[src/rtl/video_timing.sv]
// 640x480@60 timing generator advanced by rising edges of the pixel strobe.
// Drives sync, data-enable, coordinates, line/frame pulses and a strobe-loss flag.
module video_timing #(
    parameter int H_ACTIVE = 640,
    parameter int H_FP     = 16,
    parameter int H_SYNC   = 96,
    parameter int H_BP     = 48,
    parameter int V_ACTIVE = 480,
    parameter int V_FP     = 10,
    parameter int V_SYNC   = 2,
    parameter int V_BP     = 33,
    parameter int TIMEOUT  = 16
) (
    input  logic       clk,
    input  logic       n_rst,
    input  logic       enable,
    input  logic       flag_pixel,
    output logic       hsync,
    output logic       vsync,
    output logic       data_en,
    output logic [9:0] x,
    output logic [9:0] y,
    output logic       line_start,
    output logic       frame_start,
    output logic       err
);

    localparam int H_TOTAL = H_ACTIVE + H_FP + H_SYNC + H_BP;
    localparam int V_TOTAL = V_ACTIVE + V_FP + V_SYNC + V_BP;
    localparam int TW      = $clog2(TIMEOUT + 1);

    localparam logic [9:0] X_LAST   = 10'(H_TOTAL - 1);
    localparam logic [9:0] Y_LAST   = 10'(V_TOTAL - 1);
    localparam logic [9:0] X_ACT    = 10'(H_ACTIVE);
    localparam logic [9:0] Y_ACT    = 10'(V_ACTIVE);
    localparam logic [9:0] HS_START = 10'(H_ACTIVE + H_FP);
    localparam logic [9:0] HS_END   = 10'(H_ACTIVE + H_FP + H_SYNC);
    localparam logic [9:0] VS_START = 10'(V_ACTIVE + V_FP);
    localparam logic [9:0] VS_END   = 10'(V_ACTIVE + V_FP + V_SYNC);
    localparam logic [TW-1:0] TMO_MAX = TW'(TIMEOUT);

    logic          flag_q;
    logic          tick;
    logic [9:0]    x_nxt;
    logic [9:0]    y_nxt;
    logic [TW-1:0] tmo_cnt;
    logic [TW-1:0] tmo_nxt;

    always_comb begin
        tick  = enable & flag_pixel & ~flag_q;
        x_nxt = x;
        y_nxt = y;
        if (tick) begin
            if (x < X_LAST) begin
                x_nxt = x + 10'd1;
            end else begin
                x_nxt = '0;
                y_nxt = (y < Y_LAST) ? y + 10'd1 : '0;
            end
        end

        tmo_nxt = tmo_cnt;
        if (tick || !enable)
            tmo_nxt = '0;
        else if (tmo_cnt < TMO_MAX)
            tmo_nxt = tmo_cnt + 1'b1;
    end

    // Decodes use the next counter values so they line up with x/y.
    always_ff @(posedge clk) begin
        if (!n_rst) begin
            flag_q      <= 1'b0;
            x           <= X_LAST;
            y           <= Y_LAST;
            hsync       <= 1'b1;
            vsync       <= 1'b1;
            data_en     <= 1'b0;
            line_start  <= 1'b0;
            frame_start <= 1'b0;
            tmo_cnt     <= '0;
            err         <= 1'b0;
        end else begin
            flag_q      <= flag_pixel;
            x           <= x_nxt;
            y           <= y_nxt;
            hsync       <= !((x_nxt >= HS_START) && (x_nxt < HS_END));
            vsync       <= !((y_nxt >= VS_START) && (y_nxt < VS_END));
            data_en     <= (x_nxt < X_ACT) && (y_nxt < Y_ACT);
            line_start  <= tick && (x_nxt == '0);
            frame_start <= tick && (x_nxt == '0) && (y_nxt == '0);
            tmo_cnt     <= tmo_nxt;
            err         <= err | (tmo_nxt == TMO_MAX);
        end
    end

endmodule

[config.mk]
export PLATFORM = sky130hd
export DESIGN_NAME = video_timing
export DESIGN_NICKNAME = d
export VERILOG_FILES = /design/src/rtl/video_timing.sv
export SDC_FILE = /design/constraint.sdc
export NUM_CORES = 1
export LEC_CHECK = 0
export CAP_MARGIN = 5
export CORE_ASPECT_RATIO = 2
export CORE_MARGIN = 4
export CORE_UTILIZATION = 50
export DETAILED_ROUTE_END_ITERATION = 7
export GPL_TIMING_DRIVEN = 0
export PLACE_DENSITY = 0.83
export SYNTH_ARGS = -nofsm -noshare
export SYNTH_HDL_FRONTEND = slang
export SYNTH_SLANG_ARGS = --single-unit
[constraint.sdc]
create_clock -name clk -period 7.2 [get_ports clk]
set_clock_uncertainty 0.2 [all_clocks]
set_input_delay 1.44 -clock clk [delete_from_list [all_inputs] [get_ports clk]]
set_output_delay 1.44 -clock clk [all_outputs]
set_load 0.005 [all_outputs]
### Yosys cells after proc, flatten, opt, wreduce, memory -nomap -nowiden

Index checks and enable logic that the tools add are counted.

| storage, ports and cells | value |
|---|---|
| register bits after elaboration | 32 |

| operators by class | value |
|---|---|
| $lt $le $gt $ge | 9 |
| muxes and demuxes | 7 |
| add/subtract/negate cells | 3 |
| bitwise logic cells | 4 |
| reductions and logical operators | 11 |
| equality and inequality tests | 1 |

Operators by type and width:

| kind | number |
|---|---|
| 10-bit 2-to-1 mux | 5 |
| 10-bit less-than comparator, second input constant | 4 |
| 10-bit by 1-bit adder with 10-bit output, second input constant | 2 |
| 10-bit logical NOT | 2 |
| 10-bit by 9-bit less-than comparator with 1-bit output, second input constant | 2 |
| 10-bit >= comparator, second input constant | 1 |
| 10-bit by 9-bit >= comparator with 1-bit output, second input constant | 1 |
| 5-bit 2-to-1 mux | 2 |
| 5-bit by 1-bit adder with 5-bit output, second input constant | 1 |
| 5-bit == test, second input constant | 1 |
| 1-bit logical AND | 5 |
| 5-bit less-than comparator, second input constant | 1 |
| 1-bit logical NOT | 3 |
| 1-bit AND | 2 |
| 1-bit logical OR | 1 |
| 1-bit inverter | 1 |
| 1-bit OR | 1 |

### Depth between registers and ports, before layout

| logic depth | value |
|---|---|
| depth in word-level cells | 7 |
| depth in mapped cells | 9 |
| depth with buffers taken out | 7 |

### Worst setup path after synthesis

OpenSTA, ideal clock, no wires.

| timing | value |
|---|---|
| kind | input port to flip-flop |
| start point | input enable |
| end point | register vsync |
| setup time | 0.128 ns |
| slack | 3.813 ns |
| stages on the path | 7 |
| data arrival time | 3.059 ns |
| cells stage by stage | and3b_1 buf_2 o211ai_1 or3_1 xor2_1 or4b_1 nand4bb_1 |

| on the way | value |
|---|---|
| longest elaborated chain between the ends | 6 |

RTL lines:

| element | line | RTL |
|---|---|---|
| start, declared | 16 | `input logic enable,` |
| 1-bit AND (*) (2 in a row) | 50 | `tick = enable & flag_pixel & ~flag_q;` |
| 10-bit 2-to-1 mux (*) | 53 | `if (tick) begin` |
| 10-bit by 9-bit >= comparator with 1-bit output or 10-bit by 9-bit less-than comparator with 1-bit output (tied branches) | 87 | `vsync <= !((y_nxt >= VS_START) && (y_nxt < VS_END));` |
| 1-bit logical AND (*) | 87 |  |
| 1-bit logical NOT (*) | 87 |  |
| end signal, assigned | 87 |  |
| end, declared | 19 | `output logic vsync,` |

Every way passes the cells marked *; elsewhere a longest branch is shown, timed or not.
A chain may end at the register's enable or synchronous reset.

### Final worst setup path

Ends and elaborated chain as after synthesis.

==> impl_metrics.ini <==
[status]
status = complete, no violations

[final_layout]
n_antenna_cell = 0
fin_cells = 300
fin_nets = 258
drive_above_1_share_pct = 6.35
syn_to_final_growth_pct = 24.8

[clocking]
insertion_delay_ns = 0.29
clockRootBuffer = clkbuf_8
htreeDepth = 2
cts_resized = 0
path_clk_slew_ns = 0.07
clk_path_buf_depth = 2
postCtsHoldBufs = 0
cts_buffers = 5
clock-sinks = 32
postCtsSetupBuffers = 0
cts_tree = yes

[sta]
worst_slack_ns = 3.31
setup_tns_ns = 0
rsz0062_at_grt = false
tightest_slew_ns = 0.475
fin_crit_sh_pct = 54.0
setup_violations = 0
hold_viol = 0
fin_crit_ns = 3.89
relSlewSlack_pct = 68.2
report.final.slew_viol_count = 0
fmax_mhz = 257

[drt]
vias = 1756
drt_iter0_markers = 32
post_drt_wl_per_cell_um = 15.2
wirelength_um = 4560
vias_per_cell = 5.85
drcViolationCount = 0
drt_pass1_iterations = 5
antenna_left = 0

[power_and_ir_drop]
power.switching_mw = 0.125
power.share.switching_pct = 30.2
power_frac_seq_pct = 46.7
p_int_mw = 0.289
power-per-cell-area_mw_per_mm2 = 188
power_mw = 0.414
p_leak_nw = 0.812
p_comb_share_pct = 20.4
max-vdd-ir-drop_mv = 0.194
clkPwrFrac_pct = 32.9

[yosys]
seq_area_frac_synth_pct = 36.2
synthTopCellsByCount = 32 x dfxtp_1, 21 x nand2_1, 18 x o21ai_0, 10 x and2_1, 10 x nor2_1
synth_top_area_share_pct = 36.2
synth_edf_count = 0
synthCells = 215
syn_area_mm2 = 0.00177
synth_top_flop_cell = dfxtp_1
synthArstFlopShare_pct = 0
ys_types = 49
synth_most_common_cell = dfxtp_1
yosys.area.top_type = dfxtp_1
avgSynthCellArea_um2 = 8.23
synthTopCellsByArea = dfxtp_1 36%, o21ai_0 5.1%, nand2_1 4.5%
synth_seq_cells = 32
syn-num-nets = 222
ys_warn_count = 0

[die]
ios = 30
core_mm2 = 0.00342
rows = 30
die-height_um = 92.1
start_util_pct = 51.8
die_area_mm2 = 0.00461
fp.dieW_um = 50.1

[global_routing]
track_usage_pct = 21.7
antenna_found_initial = 0
grt_pass1_wl_um = 7810
grt_max_degree = 12
grt_use_met2_pct = 39.6
overflow = 0
top_usage_layer = met2
grt_use_met1_pct = 20.8
first_global_vias = 1771
use_met3_pct = 3.58

[setup_path]
worstPathArrival_ns = 3.86
critPathLaunch = enable
reg2regPathDepth = 8
crit_path_end_kind = flip-flop
cp_max_fo = 7
r2r_start = y[0]$_SDFF_PN0_
worstPathRequired_ns = 7.17
critical_path_class = in2reg
worst_setup_path_start_kind = input port

[placed_design]
dp.final_hpwl_um = 3450
place_inst = 292
gp_routability_congestion = 0.953
portBuffers = 29
post-place-ws_ns = 3.01

[hold_path]
whs_path_depth = 2
min-delay-path-class = reg2reg
min_from = err$_SDFF_PN0_

[flow_run]
max-cap-violations = 0
[worst paths after layout]
kind | end | slack, ns
setup reg to reg | vsync$_SDFF_PN1_ | 4.19
hold / removal | err$_SDFF_PN0_ | 0.27
hold reg to reg | err$_SDFF_PN0_ | 0.27
setup / recovery | vsync$_SDFF_PN1_ | 3.31
[cell usage in the layout (no fill, tap or decap), drive strengths merged, types with 4 or more instances in the layout]
cell / instances
dfxtp: 32
clkdlybuf4s50: 29
nand2: 21
o21ai: 20
clkbuf: 13
nor2: 10
and2: 10
a21oi: 10
nand3: 7
xor2: 7
a31oi: 6
or3: 6
nor2b: 6
nand4: 5
xnor2: 5
buf: 5
nor3: 4
and3: 4
nor3b: 4
[state kept, by name (all words and copies together) (netlist names)]
name and flops:
data_en 1, err 1, flag_q 1, frame_start 1
hsync 1, line_start 1, tmo_cnt 5, vsync 1
x 10, y 10
[per-stage QoR]
stage / util [%] / cell area (um^2) / hold slack [ns]
global placement: 62.1 / 2120 / 0.237
finish: 64.6 / 2210 / 0.270
CTS: 64.6 / 2210 / 0.274
global route: 64.6 / 2210 / 0.313
detailed placement: 62.1 / 2120 / 0.257
floorplan: - / 1770 / 0.249
[layout make-up]
class,count,area (um^2)
Multi-Input combinational cell,167,1060
Fill cell,301,1210
Clock buffer,5,68.8
Buffer,13,60.1
Sequential cell,32,641
Timing Repair Buffer,29,290
Clock inverter,3,18.8
Tap cell,48,60.1
Inverter,3,11.3
[cell families (layout without fill, tap and decap cells)]
| family | count (synthesis) | count (layout) | share of synthesized area (%) |
|---|---|---|---|
| adder cells (fa/ha/maj) | 3 | 3 | 2.12 |
| XOR/XNOR | 12 | 12 | 5.94 |
| AO/OA/AOI/OAI | 53 | 53 | 18.7 |
| flip-flops | 32 | 32 | 36.2 |
| multiplexers | 2 | 2 | 1.13 |
| AND/OR/NAND/NOR | 97 | 97 | 31.9 |
| buffers and inverters | 16 | 53 | 4.03 |
[routing by layer]
layer	wire [um]	vias up
met3	163	18
met4	197	0
li1	-	854
met2	2530	60
met1	1670	824
met5	0	-
[critical path, stage by stage]
cell	delay, ns
clkdlybuf4s50_1	0.54
and3b_1	0.17
buf_2	0.16
o211ai_1	0.23
or3_1	0.44
xor2_1	0.14
or4b_1	0.54
nand4bb_1	0.20
[power by group through the flow]
stage	logic (mW)	registers, mW	clock network [mW]
2_1_floorplan	0.0532	0.196	0
3_5_place_dp	0.0829	0.197	0
4_1_cts	0.0838	0.193	0.139
3_3_place_gp	0.0825	0.197	0
6_report	0.0844	0.193	0.136
5_1_grt	0.0939	0.194	0.148
Note: power is estimated with default switching activity, not from simulation.
